[src/rtl/loader_pkg.sv]
// Shared types and constants for the instruction loader.
// The LOADER_CHECKSUM_EN build reaches S_CHK; otherwise it is never entered.
package loader_pkg;

    typedef enum logic [2:0] {
        S_IDLE,
        S_RECV,
        S_WRITE,
        S_CHK,
        S_DONE,
        S_ERR
    } state_t;

    localparam logic [31:0] DEF_HALT_WORD = 32'hFFFF_FFFF;
    localparam int DEF_DATA_WIDTH = 32;
    localparam int DEF_BYTE_WIDTH = 8;
    localparam int BYTES_PER_WORD = DEF_DATA_WIDTH / DEF_BYTE_WIDTH;

    function automatic int bytes_per_word(input int dw, input int bw);
        return dw / bw;
    endfunction

endpackage

[src/rtl/instr_loader_if.sv]
// Byte stream valid/ready channel from the UART receiver into the loader.
interface instr_loader_if #(
    parameter int BYTE_WIDTH = 8
);
    logic [BYTE_WIDTH-1:0] rx_data;
    logic                  rx_valid;
    logic                  rx_ready;

    modport master (
        output rx_data,
        output rx_valid,
        input  rx_ready
    );

    modport slave (
        input  rx_data,
        input  rx_valid,
        output rx_ready
    );
endinterface

[src/rtl/instr_loader_packer.sv]
// byte_packer: MSB-first shift register with a byte counter; pulses
// o_word_valid for one cycle after the last byte of a word is taken.
module byte_packer
    import loader_pkg::*;
#(
    parameter int DATA_WIDTH = 32,
    parameter int BYTE_WIDTH = 8
) (
    input  logic                  i_clock,
    input  logic                  i_reset,
    input  logic                  i_clear,
    input  logic                  i_shift,
    input  logic [BYTE_WIDTH-1:0] i_byte,
    output logic [DATA_WIDTH-1:0] o_word,
    output logic                  o_last,
    output logic                  o_word_valid
);
    localparam int BPW = bytes_per_word(DATA_WIDTH, BYTE_WIDTH);
    localparam int CW  = (BPW > 1) ? $clog2(BPW) : 1;

    logic [CW-1:0]         r_cnt;
    logic [DATA_WIDTH-1:0] r_word;
    logic                  r_valid;

    assign o_last       = i_shift && (r_cnt == CW'(BPW - 1));
    assign o_word       = r_word;
    assign o_word_valid = r_valid;

    always_ff @(posedge i_clock) begin
        if (i_reset || i_clear) begin
            r_cnt   <= '0;
            r_word  <= '0;
            r_valid <= 1'b0;
        end else begin
            r_valid <= o_last;
            if (i_shift) begin
                r_word <= {r_word[DATA_WIDTH-BYTE_WIDTH-1:0], i_byte};
                r_cnt  <= o_last ? '0 : r_cnt + CW'(1);
            end
        end
    end
endmodule

[src/rtl/instr_loader.sv]
// Packs a UART byte stream into instruction words for fetch memory.
// Optional LOADER_CHECKSUM_EN adds a trailing XOR check byte after HALT.
module instr_loader
    import loader_pkg::*;
#(
    parameter int DATA_WIDTH = 32,
    parameter int BYTE_WIDTH = 8,
    parameter int MEM_DEPTH  = 256,
    parameter logic [DATA_WIDTH-1:0] HALT_WORD = DEF_HALT_WORD
) (
    input  logic                         i_clock,
    input  logic                         i_reset,
    input  logic                         i_start,
    instr_loader_if.slave                rx,
    output logic [DATA_WIDTH-1:0]        o_instruccion,
    output logic [DATA_WIDTH-1:0]        o_address,
    output logic                         o_loading,
    output logic                         o_write,
    output logic                         o_done,
    output logic                         o_overflow,
    output logic                         o_chk_error,
    output logic [$clog2(MEM_DEPTH):0]   o_word_count
);
    localparam int IW = $clog2(MEM_DEPTH) + 1;

    state_t r_state, w_next;

    logic [IW-1:0]         r_index;
    logic [IW-1:0]         w_idx_inc;
    logic [DATA_WIDTH-1:0] r_instr;
    logic [DATA_WIDTH-1:0] r_addr;
    logic [DATA_WIDTH-1:0] w_word;
    logic [DATA_WIDTH-1:0] w_addr_now;
    logic                  r_ovf;
    logic                  w_last;
    logic                  w_word_valid;
    logic                  w_accept;
    logic                  w_start_ok;
    logic                  w_is_halt;
    logic                  w_full;

    assign w_accept   = rx.rx_valid && (r_state == S_RECV);
    assign w_start_ok = i_start && (r_state == S_IDLE ||
                                    r_state == S_DONE ||
                                    r_state == S_ERR);
    assign w_idx_inc  = r_index + IW'(1);
    assign w_full     = (w_idx_inc == IW'(MEM_DEPTH));
    assign w_is_halt  = (w_word == HALT_WORD);
    assign w_addr_now = DATA_WIDTH'(r_index) << 2;

    byte_packer #(
        .DATA_WIDTH (DATA_WIDTH),
        .BYTE_WIDTH (BYTE_WIDTH)
    ) u_packer (
        .i_clock      (i_clock),
        .i_reset      (i_reset),
        .i_clear      (w_start_ok),
        .i_shift      (w_accept),
        .i_byte       (rx.rx_data),
        .o_word       (w_word),
        .o_last       (w_last),
        .o_word_valid (w_word_valid)
    );

`ifdef LOADER_CHECKSUM_EN
    logic [BYTE_WIDTH-1:0] r_csum;
    logic                  r_chk_err;
    logic                  w_chk_take;
    logic                  w_chk_ok;

    assign w_chk_take = rx.rx_valid && (r_state == S_CHK);
    assign w_chk_ok   = (rx.rx_data == r_csum);

    always_ff @(posedge i_clock) begin
        if (i_reset || w_start_ok) begin
            r_csum    <= '0;
            r_chk_err <= 1'b0;
        end else begin
            if (w_accept)
                r_csum <= r_csum ^ rx.rx_data;
            if (w_chk_take && !w_chk_ok)
                r_chk_err <= 1'b1;
        end
    end

    assign o_chk_error = r_chk_err;
`else
    assign o_chk_error = 1'b0;
`endif

    always_ff @(posedge i_clock) begin
        if (i_reset)
            r_state <= S_IDLE;
        else
            r_state <= w_next;
    end

    always_comb begin
        w_next = r_state;
        unique case (r_state)
            S_IDLE, S_DONE, S_ERR: begin
                if (i_start)
                    w_next = S_RECV;
            end
            S_RECV: begin
                if (w_last)
                    w_next = S_WRITE;
            end
            S_WRITE: begin
                if (w_is_halt)
`ifdef LOADER_CHECKSUM_EN
                    w_next = S_CHK;
`else
                    w_next = S_DONE;
`endif
                else if (w_full)
                    w_next = S_ERR;
                else
                    w_next = S_RECV;
            end
`ifdef LOADER_CHECKSUM_EN
            S_CHK: begin
                if (w_chk_take)
                    w_next = w_chk_ok ? S_DONE : S_ERR;
            end
`endif
            default: w_next = S_IDLE;
        endcase
    end

    // Output word/address hold their last written values between writes.
    always_ff @(posedge i_clock) begin
        if (i_reset) begin
            r_index <= '0;
            r_instr <= '0;
            r_addr  <= '0;
            r_ovf   <= 1'b0;
        end else if (w_start_ok) begin
            r_index <= '0;
            r_ovf   <= 1'b0;
        end else if (r_state == S_WRITE) begin
            r_index <= w_idx_inc;
            r_instr <= w_word;
            r_addr  <= w_addr_now;
            if (!w_is_halt && w_full)
                r_ovf <= 1'b1;
        end
    end

    assign rx.rx_ready    = (r_state == S_RECV) || (r_state == S_CHK);
    assign o_write        = w_word_valid;
    assign o_instruccion  = (r_state == S_WRITE) ? w_word : r_instr;
    assign o_address      = (r_state == S_WRITE) ? w_addr_now : r_addr;
    assign o_loading      = (r_state == S_RECV) || (r_state == S_WRITE) ||
                            (r_state == S_CHK);
    assign o_done         = (r_state == S_DONE);
    assign o_overflow     = r_ovf;
    assign o_word_count   = r_index;
endmodule

[src/flat_wrapper.sv]
// flat-port wrapper written by rule: the top's interface ports become plain ports
module instr_loader_flat import loader_pkg::*;
#(
    parameter int DATA_WIDTH = 32,
    parameter int BYTE_WIDTH = 8,
    parameter int MEM_DEPTH  = 256,
    parameter logic [DATA_WIDTH-1:0] HALT_WORD = DEF_HALT_WORD
)
  (i_clock, i_reset, i_start, o_instruccion, o_address, o_loading, o_write, o_done, o_overflow, o_chk_error, o_word_count, rx_rx_data, rx_rx_valid, rx_rx_ready);
  instr_loader_if #(.BYTE_WIDTH(BYTE_WIDTH)) rx_i ();
  input  logic i_clock;
  input  logic i_reset;
  input  logic i_start;
  output logic [DATA_WIDTH-1:0] o_instruccion;
  output logic [DATA_WIDTH-1:0] o_address;
  output logic o_loading;
  output logic o_write;
  output logic o_done;
  output logic o_overflow;
  output logic o_chk_error;
  output logic [$clog2(MEM_DEPTH):0] o_word_count;
  input wire logic [$bits(rx_i.rx_data)-1:0] rx_rx_data;
  input wire logic [$bits(rx_i.rx_valid)-1:0] rx_rx_valid;
  output wire logic [$bits(rx_i.rx_ready)-1:0] rx_rx_ready;
  assign rx_i.rx_data = rx_rx_data;
  assign rx_i.rx_valid = rx_rx_valid;
  assign rx_rx_ready = rx_i.rx_ready;
  instr_loader #(.DATA_WIDTH(DATA_WIDTH), .BYTE_WIDTH(BYTE_WIDTH), .MEM_DEPTH(MEM_DEPTH), .HALT_WORD(HALT_WORD)) u_core (.i_clock(i_clock), .i_reset(i_reset), .i_start(i_start), .rx(rx_i), .o_instruccion(o_instruccion), .o_address(o_address), .o_loading(o_loading), .o_write(o_write), .o_done(o_done), .o_overflow(o_overflow), .o_chk_error(o_chk_error), .o_word_count(o_word_count));
endmodule
[config.mk]
export PLATFORM = sky130hd
export DESIGN_NAME = instr_loader_flat
export DESIGN_NICKNAME = d
export VERILOG_FILES = /design/src/rtl/loader_pkg.sv /design/src/rtl/instr_loader_if.sv /design/src/rtl/instr_loader_packer.sv /design/src/rtl/instr_loader.sv /design/src/flat_wrapper.sv
export SDC_FILE = /design/constraint.sdc
export NUM_CORES = 1
export LEC_CHECK = 0
export BUFFER_PORTS_ARGS = -buffer_cell sky130_fd_sc_hd__buf_2
export CORE_ASPECT_RATIO = 1.75
export CORE_MARGIN = 2
export CORE_UTILIZATION = 54
export DETAILED_ROUTE_END_ITERATION = 10
export PLACE_DENSITY = 0.79
export SYNTH_ARGS = -nofsm -noshare
export SYNTH_HDL_FRONTEND = slang
export SYNTH_SLANG_ARGS = --single-unit
[constraint.sdc]
create_clock -name i_clock -period 2 [get_ports i_clock]
set_input_delay 0.1 -clock i_clock [delete_from_list [all_inputs] [get_ports i_clock]]
set_output_delay 0.1 -clock i_clock [all_outputs]
set_load 0.02 [all_outputs]
==> flow_summary.toml <==
[clocking]
numCtsBuffers = 9
cts_root_buf = "clkbuf_16"
cts_max_level = 3
clockBufferDepth = 2
clock_sinks = 112
tritoncts = "built"
clk_latency_ns = 0.35
clk_pin_slew_ns = 0.07

[drt]
drt_first_iter_violations = 268
vias = 3849
ant_nets = 0
route.met2.wl_um = 5680
wl_per_cell_um = 14.1
vias_per_cell = 5.27
drtPass1Iterations = 4
drc_errors = 0
wl_met3_um = 394
top_layer_used = "met4"
drt-met1-wl_um = 3900
routed_wl_um = 10300

[logic_synthesis]
ys_ff_latch = 112
netlist_area_um2 = 4360
synth-edff-count = 0
async_flop_share = 0
synth_seq_area_share = 0.514
yosysUniqueCellTypes = 44
post_synth_inst_count = 549
synth_top_flop_cell = "dfxtp_1"
syn_nets = 564
yosysWarnings = 0
syn-mean-instance-area_um2 = 7.94

[final_layout]
register_area_um2 = 2250
layout.nets = 650
area_growth_pct = 20.4
mostFrequentLayoutCell = "nand2_1"
fillers = 675
final_cell_mix = "198 x nand2_1, 109 x dfxtp_1, 89 x buf_2"
diodes = 0
drive_gt1_frac = 0.203
multiInputGateArea_um2 = 1940

[critical_path]
cpMaxStageDelayCell = "or3b_4"
worstSetupStartpointType = "flip-flop"
cp-end-kind = "output port"
r2r_start = "u_core.o_word_count[4]"
arrival_ns = 1.84
r2r_end = "u_core.o_overflow"
crit_type = "reg -> out"
ff2ff_path_depth = 5
slowest_delay_ns = 0.48
required_ns = 1.90
crit_chain = "or3b_4 > buf_6 > and2_1 > buf_2"
r2r_setup_slack_ns = 0.17
cp_max_fo = 39

[die]
die_h_um = 123
die_area_um2 = 8830
rows = 43
io_pins = 91
die_w_um = 71.9
core_area_um2 = 7860
start_util = 0.555

[sta]
fmax_ghz = 0.515
timing.setup.tns_ns = 0
whs_ns = 0.00649
layout_min_cycle_time_ns = 1.94
drv_slew = 0
finalCritPeriodShare = 0.971
hold_violations = 0
setup_violations = 0
finClkSkew_ns = 0.00719

[power]
power_density_nw_per_um2 = 777
leakagePower_nw = 2.40
vdd_drop_max_mv = 0.680

[global_routing]
grt_max_degree = 40
grt_pass1_wl_um = 16200
grt_pass1_vias = 3603
gr-usage-all-layers = 0.236
overflow = 0
antenna_found_initial = 0

[outcome]
outcome = "finished clean"

[run]
cap_violations = 0

[worst_hold_path]
min_from = "rx_rx_data[0]"
min_to = "u_core.u_packer.o_word[0]"
hp-class = "in -> reg"
holdPathStages = 3

[place]
hpwl_um = 7070
io_buffers = 89
finalWeightedCongestion = 0.774
## Yosys cell counts, types with 4 or more instances
library cell  count  share of area
nor4_1            5         0.0072
nand2_1         198           0.17
a21oi_1          77          0.088
inv_1             4         0.0034
nor2b_1          24          0.034
and2_1           23          0.033
dfxtp_1         112           0.51
nand4_1          10          0.014
xor2_1            6          0.012
buf_2             8         0.0092
nor2_1           15          0.013
clkbuf_1         21          0.018
## flip-flops by register name (all words and copies together) (netlist names)
name / count
u_core.r_addr: 32
u_core.r_instr: 32
u_core.u_packer.o_word: 32
u_core.o_word_count: 9
u_core.r_state: 3
u_core.u_packer.r_cnt: 2
u_core.o_overflow: 1
u_core.u_packer.o_word_valid: 1
## per-layer routing
layer / track usage / vias to the layer above
met5: 0 / -
met4: 0.114 / 0
met3: 0.0435 / 18
met2: 0.442 / 89
met1: 0.246 / 1793
li1: - / 1949
## area by class of cell
class | count | area share
Sequential cell | 112 | 0.428
Multi-Input combinational cell | 397 | 0.370
Timing Repair Buffer | 110 | 0.122
Clock buffer | 12 | 0.0489
Tap cell | 90 | 0.0215
Clock inverter | 4 | 0.00548
Inverter | 5 | 0.00429
## cell families after synthesis
| kind of cell | after synthesis | share of synthesized area |
|---|---|---|
| other | 1 | 0.000861 |
| adders and majority gates | 3 | 0.00861 |
| buffers and inverters | 40 | 0.0422 |
| xor gates and xnor gates | 9 | 0.0181 |
| and+or+nand+nor | 295 | 0.306 |
| DFF | 112 | 0.514 |
| AOI/OAI and AO/OA | 89 | 0.109 |
## power by group
group / leakage [nW] / internal [W] / total [W] / switching, W
logic: 1.36 / 0.0000430 / 0.000135 / 0.0000916
clock network: 0.135 / 0.000913 / 0.00170 / 0.000784
registers: 0.904 / 0.00224 / 0.00224 / 0.00000932
total: 2.40 / 0.00319 / 0.00408 / 0.000885
## worst max-delay path: cells and delay by family, from the launching register on
family	cells	cell delay, ns
and+or+nand+nor	2	0.69
DFF	1	0.41
buffers and inverters	2	0.39
## how the worst max path moves through the flow
stage	slack [ns]	from	to
2_1_floorplan	0.17	u_core.o_word_count[0]	u_core.o_overflow
3_3_place_gp	0.20	u_core.o_word_count[0]	u_core.o_overflow
3_5_place_dp	0.15	u_core.o_word_count[0]	u_core.r_state[2]
4_1_cts	0.02	u_core.r_state[2]	o_address[20]
5_1_grt	-0.004	u_core.r_state[1]	o_address[18]
6_report	0.06	u_core.r_state[1]	o_address[20]
## repair_timing
item,CTS,global route
setup endpoints to repair,54,44
hold buffers,7,0
buffers inserted,0,3
pin swaps,0,1
hold endpoints to repair,7,0
gates resized for setup,2,5
## through the flow
step           area [um^2]  worst slack, ns  cells   util  power, W
2_1_floorplan         4360            0.170    549      -   0.00237
3_3_place_gp          4850            0.201    704  0.618   0.00242
3_5_place_dp          4850            0.146    704  0.618   0.00242
4_1_cts               5210           0.0237    727  0.664   0.00410
5_1_grt               5250         -0.00439    730  0.668   0.00419
6_report              5250           0.0579    730  0.668   0.00408
(Power assumes the default switching activity.)
